==> src/rtl/fracnet_mul_share_arb_pkg.sv <==
// Shared constants, helper function and stage payload type for the
// shared 8x10 multiplier arbiter.
package fracnet_mul_pkg;

  localparam int unsigned A_W      = 8;
  localparam int unsigned B_W      = 10;
  localparam int unsigned P_W      = 18;
  // Tag width large enough for the largest supported requester count (8).
  localparam int unsigned ID_MAX_W = 3;

  function automatic int unsigned clog2(input int unsigned v);
    int unsigned r;
    r = 0;
    while ((32'd1 << r) < v) r++;
    return r;
  endfunction

  typedef struct packed {
    logic                valid;
    logic [ID_MAX_W-1:0] id;
    logic [A_W-1:0]      a;
    logic [B_W-1:0]      b;
  } stage_t;

endpackage

==> src/rtl/fracnet_mul_share_arb_if.sv <==
// Requester/result bundle between the HLS loop bodies and the shared
// multiplier arbiter.
interface fracnet_mul_share_arb_if #(
  parameter int unsigned N_REQ = 4
);
  localparam int unsigned ID_W = fracnet_mul_pkg::clog2(N_REQ);

  logic                               ap_ce;
  logic [N_REQ-1:0]                   req_valid;
  logic [N_REQ*fracnet_mul_pkg::A_W-1:0] req_a;
  logic [N_REQ*fracnet_mul_pkg::B_W-1:0] req_b;
  logic [N_REQ-1:0]                   req_ready;
  logic [N_REQ-1:0]                   res_valid;
  logic [ID_W-1:0]                    res_id;
  logic [fracnet_mul_pkg::P_W-1:0]    res_p;
  logic [2:0]                         inflight;

  modport master (
    output ap_ce, req_valid, req_a, req_b,
    input  req_ready, res_valid, res_id, res_p, inflight
  );

  modport slave (
    input  ap_ce, req_valid, req_a, req_b,
    output req_ready, res_valid, res_id, res_p, inflight
  );

endinterface

==> src/rtl/fracnet_mul_share_arb_pipe.sv <==
// Pipelined unsigned 8x10 multiplier with clock enable, STAGES registers
// from operand input to product output (DSP48 A/B, M and P registers).
module fracnet_mul_pipe
  import fracnet_mul_pkg::*;
#(
  parameter int unsigned STAGES = 2
) (
  input  logic           clk,
  input  logic           rst,
  input  logic           ce,
  input  logic [A_W-1:0] a,
  input  logic [B_W-1:0] b,
  output logic [P_W-1:0] p
);

  if (STAGES == 1) begin : g_one
    logic [P_W-1:0] p_q;

    // Single-stage: multiply straight into the output register.
    always_ff @(posedge clk) begin
      if (rst) begin
        p_q <= '0;
      end else if (ce) begin
        p_q <= P_W'(a) * P_W'(b);
      end
    end

    assign p = p_q;
  end else begin : g_multi
    logic [A_W-1:0] a_q;
    logic [B_W-1:0] b_q;
    logic [P_W-1:0] m_q [STAGES-1];

    // Operand registers, then product register followed by delay stages.
    always_ff @(posedge clk) begin
      if (rst) begin
        a_q <= '0;
        b_q <= '0;
        for (int unsigned k = 0; k < STAGES - 1; k++) m_q[k] <= '0;
      end else if (ce) begin
        a_q    <= a;
        b_q    <= b;
        m_q[0] <= P_W'(a_q) * P_W'(b_q);
        for (int unsigned k = 1; k < STAGES - 1; k++) m_q[k] <= m_q[k-1];
      end
    end

    assign p = m_q[STAGES-2];
  end

endmodule

==> src/rtl/fracnet_mul_share_arb.sv <==
// Round-robin arbiter that time-shares one pipelined 8x10 multiplier
// among N_REQ requesters and returns tagged products after MUL_STAGES cycles.
module fracnet_mul_share_arb
  import fracnet_mul_pkg::*;
#(
  parameter int unsigned N_REQ      = 4,
  parameter int unsigned MUL_STAGES = 2
) (
  input  logic                    ap_clk,
  input  logic                    ap_rst,
  fracnet_mul_share_arb_if.slave  bus
);

  localparam int unsigned ID_W = clog2(N_REQ);
  localparam int unsigned LAST = MUL_STAGES - 1;

  logic [A_W-1:0]      a_arr [N_REQ];
  logic [B_W-1:0]      b_arr [N_REQ];
  logic [N_REQ-1:0]    grant;
  logic                found;
  logic [ID_W-1:0]     ptr;
  logic [ID_W-1:0]     idx;
  logic [ID_W-1:0]     gidx;
  stage_t              issue;
  logic                tag_vld [MUL_STAGES];
  logic [ID_MAX_W-1:0] tag_id  [MUL_STAGES];
  logic                retire;
  logic [P_W-1:0]      prod;
  logic [ID_W-1:0]     res_id_q;
  logic [P_W-1:0]      res_p_q;
  logic [2:0]          cnt;

  for (genvar i = 0; i < N_REQ; i++) begin : g_unpack
    assign a_arr[i] = bus.req_a[i*A_W +: A_W];
    assign b_arr[i] = bus.req_b[i*B_W +: B_W];
  end

  // Round-robin search from ptr, wrapping modulo N_REQ; first valid wins.
  always_comb begin
    grant = '0;
    found = 1'b0;
    gidx  = '0;
    issue = '0;
    idx   = ptr;
    if (bus.ap_ce) begin
      for (int unsigned k = 0; k < N_REQ; k++) begin
        if (!found && bus.req_valid[idx]) begin
          found       = 1'b1;
          gidx        = idx;
          grant[idx]  = 1'b1;
          issue.valid = 1'b1;
          issue.id    = ID_MAX_W'(idx);
          issue.a     = a_arr[idx];
          issue.b     = b_arr[idx];
        end
        idx = (idx == ID_W'(N_REQ - 1)) ? '0 : idx + 1'b1;
      end
    end
  end

  assign retire = tag_vld[LAST] & bus.ap_ce;

  // Pointer, tag shift register, inflight count and result hold registers.
  always_ff @(posedge ap_clk) begin
    if (ap_rst) begin
      ptr      <= '0;
      cnt      <= '0;
      res_id_q <= '0;
      res_p_q  <= '0;
      for (int unsigned k = 0; k < MUL_STAGES; k++) begin
        tag_vld[k] <= 1'b0;
        tag_id[k]  <= '0;
      end
    end else if (bus.ap_ce) begin
      if (found) ptr <= (gidx == ID_W'(N_REQ - 1)) ? '0 : gidx + 1'b1;
      tag_vld[0] <= issue.valid;
      tag_id[0]  <= issue.id;
      for (int unsigned k = 1; k < MUL_STAGES; k++) begin
        tag_vld[k] <= tag_vld[k-1];
        tag_id[k]  <= tag_id[k-1];
      end
      unique case ({found, retire})
        2'b10:   cnt <= cnt + 3'd1;
        2'b01:   cnt <= cnt - 3'd1;
        default: cnt <= cnt;
      endcase
      if (retire) begin
        res_id_q <= tag_id[LAST][ID_W-1:0];
        res_p_q  <= prod;
      end
    end
  end

  fracnet_mul_pipe #(
    .STAGES (MUL_STAGES)
  ) u_pipe (
    .clk (ap_clk),
    .rst (ap_rst),
    .ce  (bus.ap_ce),
    .a   (issue.a),
    .b   (issue.b),
    .p   (prod)
  );

  for (genvar i = 0; i < N_REQ; i++) begin : g_res
    assign bus.res_valid[i] = retire && (tag_id[LAST] == ID_MAX_W'(i));
  end

  // Outside a retiring cycle the last delivered id/product stay visible.
  assign bus.req_ready = grant;
  assign bus.res_id    = retire ? tag_id[LAST][ID_W-1:0] : res_id_q;
  assign bus.res_p     = retire ? prod : res_p_q;
  assign bus.inflight  = cnt;

endmodule

==> src/flat_wrapper.sv <==
// flat-port wrapper written by rule: the top's interface ports become plain ports
module fracnet_mul_share_arb_flat import fracnet_mul_pkg::*;
#(
  parameter int unsigned N_REQ      = 4,
  parameter int unsigned MUL_STAGES = 2
)
  (ap_clk, ap_rst, bus_ap_ce, bus_req_valid, bus_req_a, bus_req_b, bus_req_ready, bus_res_valid, bus_res_id, bus_res_p, bus_inflight);
  fracnet_mul_share_arb_if #(.N_REQ(N_REQ)) bus_i ();
  input  logic ap_clk;
  input  logic ap_rst;
  input wire logic [$bits(bus_i.ap_ce)-1:0] bus_ap_ce;
  input wire logic [$bits(bus_i.req_valid)-1:0] bus_req_valid;
  input wire logic [$bits(bus_i.req_a)-1:0] bus_req_a;
  input wire logic [$bits(bus_i.req_b)-1:0] bus_req_b;
  output wire logic [$bits(bus_i.req_ready)-1:0] bus_req_ready;
  output wire logic [$bits(bus_i.res_valid)-1:0] bus_res_valid;
  output wire logic [$bits(bus_i.res_id)-1:0] bus_res_id;
  output wire logic [$bits(bus_i.res_p)-1:0] bus_res_p;
  output wire logic [$bits(bus_i.inflight)-1:0] bus_inflight;
  assign bus_i.ap_ce = bus_ap_ce;
  assign bus_i.req_valid = bus_req_valid;
  assign bus_i.req_a = bus_req_a;
  assign bus_i.req_b = bus_req_b;
  assign bus_req_ready = bus_i.req_ready;
  assign bus_res_valid = bus_i.res_valid;
  assign bus_res_id = bus_i.res_id;
  assign bus_res_p = bus_i.res_p;
  assign bus_inflight = bus_i.inflight;
  fracnet_mul_share_arb #(.N_REQ(N_REQ), .MUL_STAGES(MUL_STAGES)) u_core (.ap_clk(ap_clk), .ap_rst(ap_rst), .bus(bus_i));
endmodule
==> config.mk <==
export PLATFORM = sky130hd
export DESIGN_NAME = fracnet_mul_share_arb_flat
export DESIGN_NICKNAME = d
export VERILOG_FILES = /design/src/rtl/fracnet_mul_share_arb_pkg.sv /design/src/rtl/fracnet_mul_share_arb_if.sv /design/src/rtl/fracnet_mul_share_arb_pipe.sv /design/src/rtl/fracnet_mul_share_arb.sv /design/src/flat_wrapper.sv
export SDC_FILE = /design/constraint.sdc
export NUM_CORES = 1
export LEC_CHECK = 0
export ABC_CLOCK_PERIOD_IN_PS = 5900
export CAP_MARGIN = 20
export CORE_ASPECT_RATIO = 1.75
export CORE_MARGIN = 2
export CORE_UTILIZATION = 35
export DETAILED_ROUTE_END_ITERATION = 8
export PLACE_DENSITY = 0.53
export SYNTH_ARGS = -nofsm -noshare
export SYNTH_HDL_FRONTEND = slang
export SYNTH_SLANG_ARGS = --single-unit
==> constraint.sdc <==
create_clock -name ap_clk -period 5.9 [get_ports ap_clk]
set_input_delay 1.18 -clock ap_clk [delete_from_list [all_inputs] [get_ports ap_clk]]
set_output_delay 1.18 -clock ap_clk [all_outputs]
set_load 0.01 [all_outputs]
# Word-level counts from Yosys, hierarchy flattened
# Memories as Yosys holds them, arrays and structs flattened.
# Cells that the tools add are included.
# W data, S select, Z words.
[totals]
regBits = 43
mem_bits_rw = 26
output_inout_bits = 31
n_memories = 3
[memory_table]
columns = ["memory", "words", "word_bits", "rd", "rd_ports_with_merged_regs", "write_ports", "line", "rtl"]
rows = [
  ["u_core.u_pipe.g_multi.m_q", 1, 18, 1, 0, 1, "fracnet_mul_share_arb_pipe.sv:32", "logic [P_W-1:0] m_q [STAGES-1];"],
  ["u_core.tag_id", 2, 3, 2, 0, 2, "fracnet_mul_share_arb.sv:26", "logic [ID_MAX_W-1:0] tag_id [MUL_STAGES];"],
  ["u_core.tag_vld", 2, 1, 2, 0, 2, "fracnet_mul_share_arb.sv:25", "logic tag_vld [MUL_STAGES];"],
]
[op_classes]
add_sub_neg = 6
multipliers = 1
magnitude_cmp = 12
eq_ne = 9
n_mux = 84
bitwise_logic = 12
n_reduce_logical = 19
[ops]
columns = ["op", "n"]
rows = [
  ["$mux W22", 5],
  ["$bmux W10 S2", 4],
  ["$mux W10", 8],
  ["$bmux W8 S2", 4],
  ["$mux W8", 8],
  ["$mux W18", 2],
  ["$mux W4", 8],
  ["$mux W1", 24],
  ["$mux W2", 10],
  ["$mul A8 B10 Y18", 1],
  ["$reduce_or A18 Y1", 1],
  ["$ge A3 B3 Y1 const B", 4],
  ["$lt A2 B3 Y1 const B", 4],
  ["$not A2 Y3", 4],
  ["$or A4 B4 Y4", 3],
  ["$logic_and A1 B1 Y1", 11],
  ["$eq A2 B2 Y1 const B", 5],
  ["$add A2 B1 Y2 const B", 4],
  ["$bmux W1 S2", 4],
  ["$demux W1 S2", 4],
  ["$ge A2 B1 Y1 const B", 4],
  ["$eq A3 B2 Y1 const B", 2],
  ["$mux W3", 2],
  ["$pmux W3 S2", 1],
  ["other kinds (10)", 16],
]

# Longest topological paths before layout
[logic_depth]
word_depth = 19
depth_mapped = 17
ltp_nobuf = 16

# Hierarchy
# A second synthesis with hierarchy kept.
[unflattened]
hier_cells = 852
hier_area_um2 = 7886.3
[modules_own_cells]
columns = ["module", "n_inst", "cells_per_inst", "area_each_um2", "seq_area_each_um2"]
rows = [
  ["fracnet_mul_share_arb", 1, 436, 3981.3, 680.7],
  ["fracnet_mul_pipe", 1, 416, 3905.0, 900.9],
]

# Worst setup path before layout
# OpenSTA, ideal clock, no wires.
[synth_path]
kind = "input to output"
from = "input port bus_req_valid[2]"
to = "output port bus_req_ready[2]"
t_arrival_ns = 3.144
slack_ns = 1.576
path_stages = 8
n_path_buf = 2
path_cell_list = "clkbuf_2 -> mux4_2 -> buf_6 -> or2_4 -> nor4b_1 -> a222oi_1 -> o21ai_0 -> and2_1"
[synth_between]
elab_chain_cells = 16
word_cells_on_any_way = 31
[synth_rtl]
columns = ["item", "line", "rtl"]
rows = [
  ["from (decl)", "flat_wrapper.sv:12", "input wire logic [$bits(bus_i.req_valid)-1:0] bus_req_valid;"],
  ["$bmux W1 S2", "fracnet_mul_share_arb.sv:47", "if (!found && bus.req_valid[idx]) begin"],
  ["$mux W1 (implied by the code)", "fracnet_mul_share_arb.sv:47", ""],
  ["$mux W1", "fracnet_mul_share_arb.sv:47", ""],
  ["$mux W1", "fracnet_mul_share_arb.sv:45", "if (bus.ap_ce) begin"],
  ["$logic_not A1 Y1", "fracnet_mul_share_arb.sv:47", ""],
  ["$logic_and A1 B1 Y1", "fracnet_mul_share_arb.sv:47", ""],
  ["$mux W1", "fracnet_mul_share_arb.sv:47", ""],
  ["$mux W1", "fracnet_mul_share_arb.sv:45", ""],
  ["$logic_not A1 Y1", "fracnet_mul_share_arb.sv:47", ""],
  ["$logic_and A1 B1 Y1", "fracnet_mul_share_arb.sv:47", ""],
  ["$mux W1", "fracnet_mul_share_arb.sv:47", ""],
  ["$mux W1", "fracnet_mul_share_arb.sv:45", ""],
  ["$logic_not A1 Y1", "fracnet_mul_share_arb.sv:47", ""],
  ["$logic_and A1 B1 Y1", "fracnet_mul_share_arb.sv:47", ""],
  ["$mux W4 (*)", "fracnet_mul_share_arb.sv:47", ""],
  ["$mux W4 (*)", "fracnet_mul_share_arb.sv:45", ""],
  ["to (decl)", "flat_wrapper.sv:15", "output wire logic [$bits(bus_i.req_ready)-1:0] bus_req_ready;"],
]
# Mark *: on every way between the ends. The rest lies on a longest branch, timed or not. The select of a mux whose other input is x is not followed.

# Final worst setup path
[layout_path]
from = "input port bus_req_valid[2]"
to = "output port bus_req_ready[1]"
# The elaborated chain is that of the path after synthesis.

==> flow_summary.json <==
{
  "status": "completed",
  "total_power_mw": 3.27,
  "synth_edf_count": 24,
  "hold_viol": 0,
  "grt_pass1_vias": 6208,
  "crit_path_top_delay_cell": "clkdlybuf4s50_1",
  "synth_warnings": 0,
  "max_freq_ghz": 0.196,
  "wl_per_cell_um": 16.0,
  "drtAntennaViolNets": 0,
  "overflow": 0,
  "holdBufCountCts": 0,
  "placed_cell_area_um2": 8880,
  "clkPwrFrac": 0.161,
  "worst_pin_slew_ns": 0.839,
  "arrival_ns": 3.92,
  "yosysMostFrequentCell": "and2_1",
  "fp.dieW_um": 115,
  "vias": 6004,
  "synth_fp_nets": 950,
  "relSlewSlack": 0.440,
  "synth_flop_cell": "dfxtp_1",
  "grt_max_degree": 48,
  "worst_ir_drop_vdd_mv": 0.246,
  "clockBufferDepth": 2,
  "cts_setup_buffers": 0,
  "synth.avg_cell_area_um2": 9.74,
  "setup_viol_count_final": 0,
  "min_path_cells": 2,
  "min_path_type": "register to register",
  "die_area_um2": 22900,
  "num_antenna_cells": 0,
  "rows": 71,
  "clockRootBuffer": "clkbuf_16",
  "cellPowerDensity_nw_per_um2": 357,
  "hold_slack_ns": 0.462,
  "seqCellArea_um2": 1580,
  "worstPathCellList": "clkdlybuf4s50_1 > mux4_2 > or2_4 > nor4b_1 > buf_4 > a222oi_1 > o21ai_0 > and2_1 > clkdlybuf4s50_1",
  "cpMostUsedCell": "clkdlybuf4s50_1",
  "grt_antenna_before_repair": 0,
  "synth_top_cell_area_share": 0.129,
  "syn-instance-count": 779,
  "finalWirelength_mm": 18.4,
  "critical_path.endpoint_type": "output port",
  "numCtsBuffers": 9,
  "cp_max_fo": 10,
  "finalMaxSlewViolations": 0,
  "grt_pass1_wl_mm": 30.5,
  "skew_ns": 0.0128,
  "post-route-cell-area_um2": 9170,
  "power_frac_seq": 0.218,
  "p_comb_frac": 0.621,
  "p_int_mw": 1.86,
  "start_kind": "input pin",
  "die_y_um": 199,
  "fin_tns_setup_ns": 0,
  "routed_via_density": 5.22,
  "dp_hpwl_mm": 14.3,
  "synth_commonest_cells": "and2_1, inv_1, fa_1",
  "multiInputGateArea_um2": 5470,
  "grt_setup_unrepaired": "false",
  "numClockSinks": 67,
  "cts_tree": "built",
  "synth.yosys.seq_area_share": 0.208,
  "yosys.area.top_type": "fa_1",
  "synth_area_leaders": "fa_1, dfxtp_1, mux4_2",
  "drt_iter0_drc": 217,
  "portBuffers": 109,
  "power.switching_mw": 1.41,
  "ios": 110,
  "fin_nets": 1025,
  "required_ns": 4.72,
  "ctsResizeCount": 0,
  "synth_seq_cells": 67,
  "worstSetupPathType": "input pin to output port",
  "period_share": 0.864,
  "n_fill_cell": 2121,
  "routabilityCongestion": 0.789,
  "synth_area_um2": 7590,
  "remaining_drc_errors": 0,
  "switching_share": 0.431,
  "core_area_um2": 21400,
  "start_util": 0.354,
  "finalCriticalPeriod_ns": 5.10,
  "ys_types": 61,
  "drive_above_1_share": 0.119,
  "cp_slowest_stage_delay_ns": 0.58,
  "grtUsageTotal": 0.166,
  "htreeDepth": 3,
  "maxCapViolations": 0,
  "ys_async_sr_fraction": 0,
  "dr.pass1.iters": 4,
  "power_leakage_nw": 3.87,
  "clk_pin_slew_ns": 0.05,
  "clock_latency_ns": 0.33,
  "area_delta_synth_final_pct": 20.8,
  "rr_worst_depth": 15
}
sequential cells by signal (all words and copies together), names as in the netlist:
name,count
u_core.res_p_q,18
u_core.u_pipe.g_multi.m_q,18
u_core.u_pipe.g_multi.b_q,10
u_core.u_pipe.g_multi.a_q,8
u_core.tag_id,4
u_core.bus.inflight,3
u_core.ptr,2
u_core.res_id_q,2
u_core.tag_vld,2
cell type report:
class / instances / share of cell area
Clock buffer: 10 / 0.0250
Sequential cell: 67 / 0.173
Clock inverter: 6 / 0.00614
Timing Repair Buffer: 121 / 0.129
Tap cell: 292 / 0.0399
Multi-Input combinational cell: 580 / 0.597
Inverter: 75 / 0.0307
cells by family (layout without fill, tap and decap cells):
| group | count (synthesis) | in the layout | synth area share |
|---|---|---|---|
| simple gates | 227 | 227 | 0.163 |
| xor+xnor | 14 | 14 | 0.0162 |
| flops | 67 | 67 | 0.208 |
| compound gates | 149 | 149 | 0.145 |
| buf+inv | 132 | 212 | 0.0716 |
| fa+ha+maj | 92 | 92 | 0.200 |
| mux | 98 | 98 | 0.195 |
through the flow:
| stage | utilization | instances | setup WS (ns) |
|---|---|---|---|
| CTS | 0.428 | 1151 | 0.773 |
| finish | 0.428 | 1151 | 0.805 |
| floorplan | - | 779 | 1.58 |
| detailed placement | 0.415 | 1135 | 0.818 |
| global placement | 0.415 | 1135 | 0.825 |
| global route | 0.428 | 1151 | 0.496 |
layout by cell type, fill, tap and decap left out, types with 18 or more instances in the layout:
cell type        instances
fa_1                    49
nor2_1                  43
mux4_2                  38
edfxtp_1                24
clkdlybuf4s50_1        109
and2_1                  98
nor2b_1                 26
nand2_1                 30
a21oi_1                 28
o22ai_1                 18
inv_1                   74
a311oi_1                18
mux2i_1                 41
o21ai_1                 18
mux2_2                  19
ha_1                    43
dfxtp_1                 42
routing by layer:
metal  routed length, um  up-vias  track usage
li1                    -     2934            -
met1                7450     2955        0.187
met2               10300      100        0.321
met3                 413       15       0.0216
met4                 259        0       0.0428
met5                   0        -            0
power by group through the flow:
stage	sequential [mW]	clock (mW)	combinational, mW
finish	0.713	0.525	2.03
global route	0.730	0.562	2.28
CTS	0.715	0.542	2.07
detailed placement	0.724	0	2.05
global placement	0.723	0	2.04
floorplan	0.626	0	1.66
critical path, delay by kind of cell:
kind	cells	cell delay, ns
muxes	1	0.54
and+or+nand+nor	3	0.71
buffers and inverters	3	1.31
AOI/OAI and AO/OA	2	0.16
final timing paths:
kind | from | to | slack (ns)
worst max-delay path | bus_req_valid[2] | bus_req_ready[1] | 0.80
worst min-delay path | u_core.res_id_q[0]$_SDFFE_PP0P_ | u_core.res_id_q[0]$_SDFFE_PP0P_ | 0.46
worst max register to register | u_core.u_pipe.g_multi.b_q[2]$_SDFFE_PP0P_ | u_core.u_pipe.g_multi.m_q[0][13]$_SDFFCE_PN0P_ | 1.35
worst min register to register | u_core.res_id_q[0]$_SDFFE_PP0P_ | u_core.res_id_q[0]$_SDFFE_PP0P_ | 0.46
No activity file was read; power rests on OpenSTA's default activity.
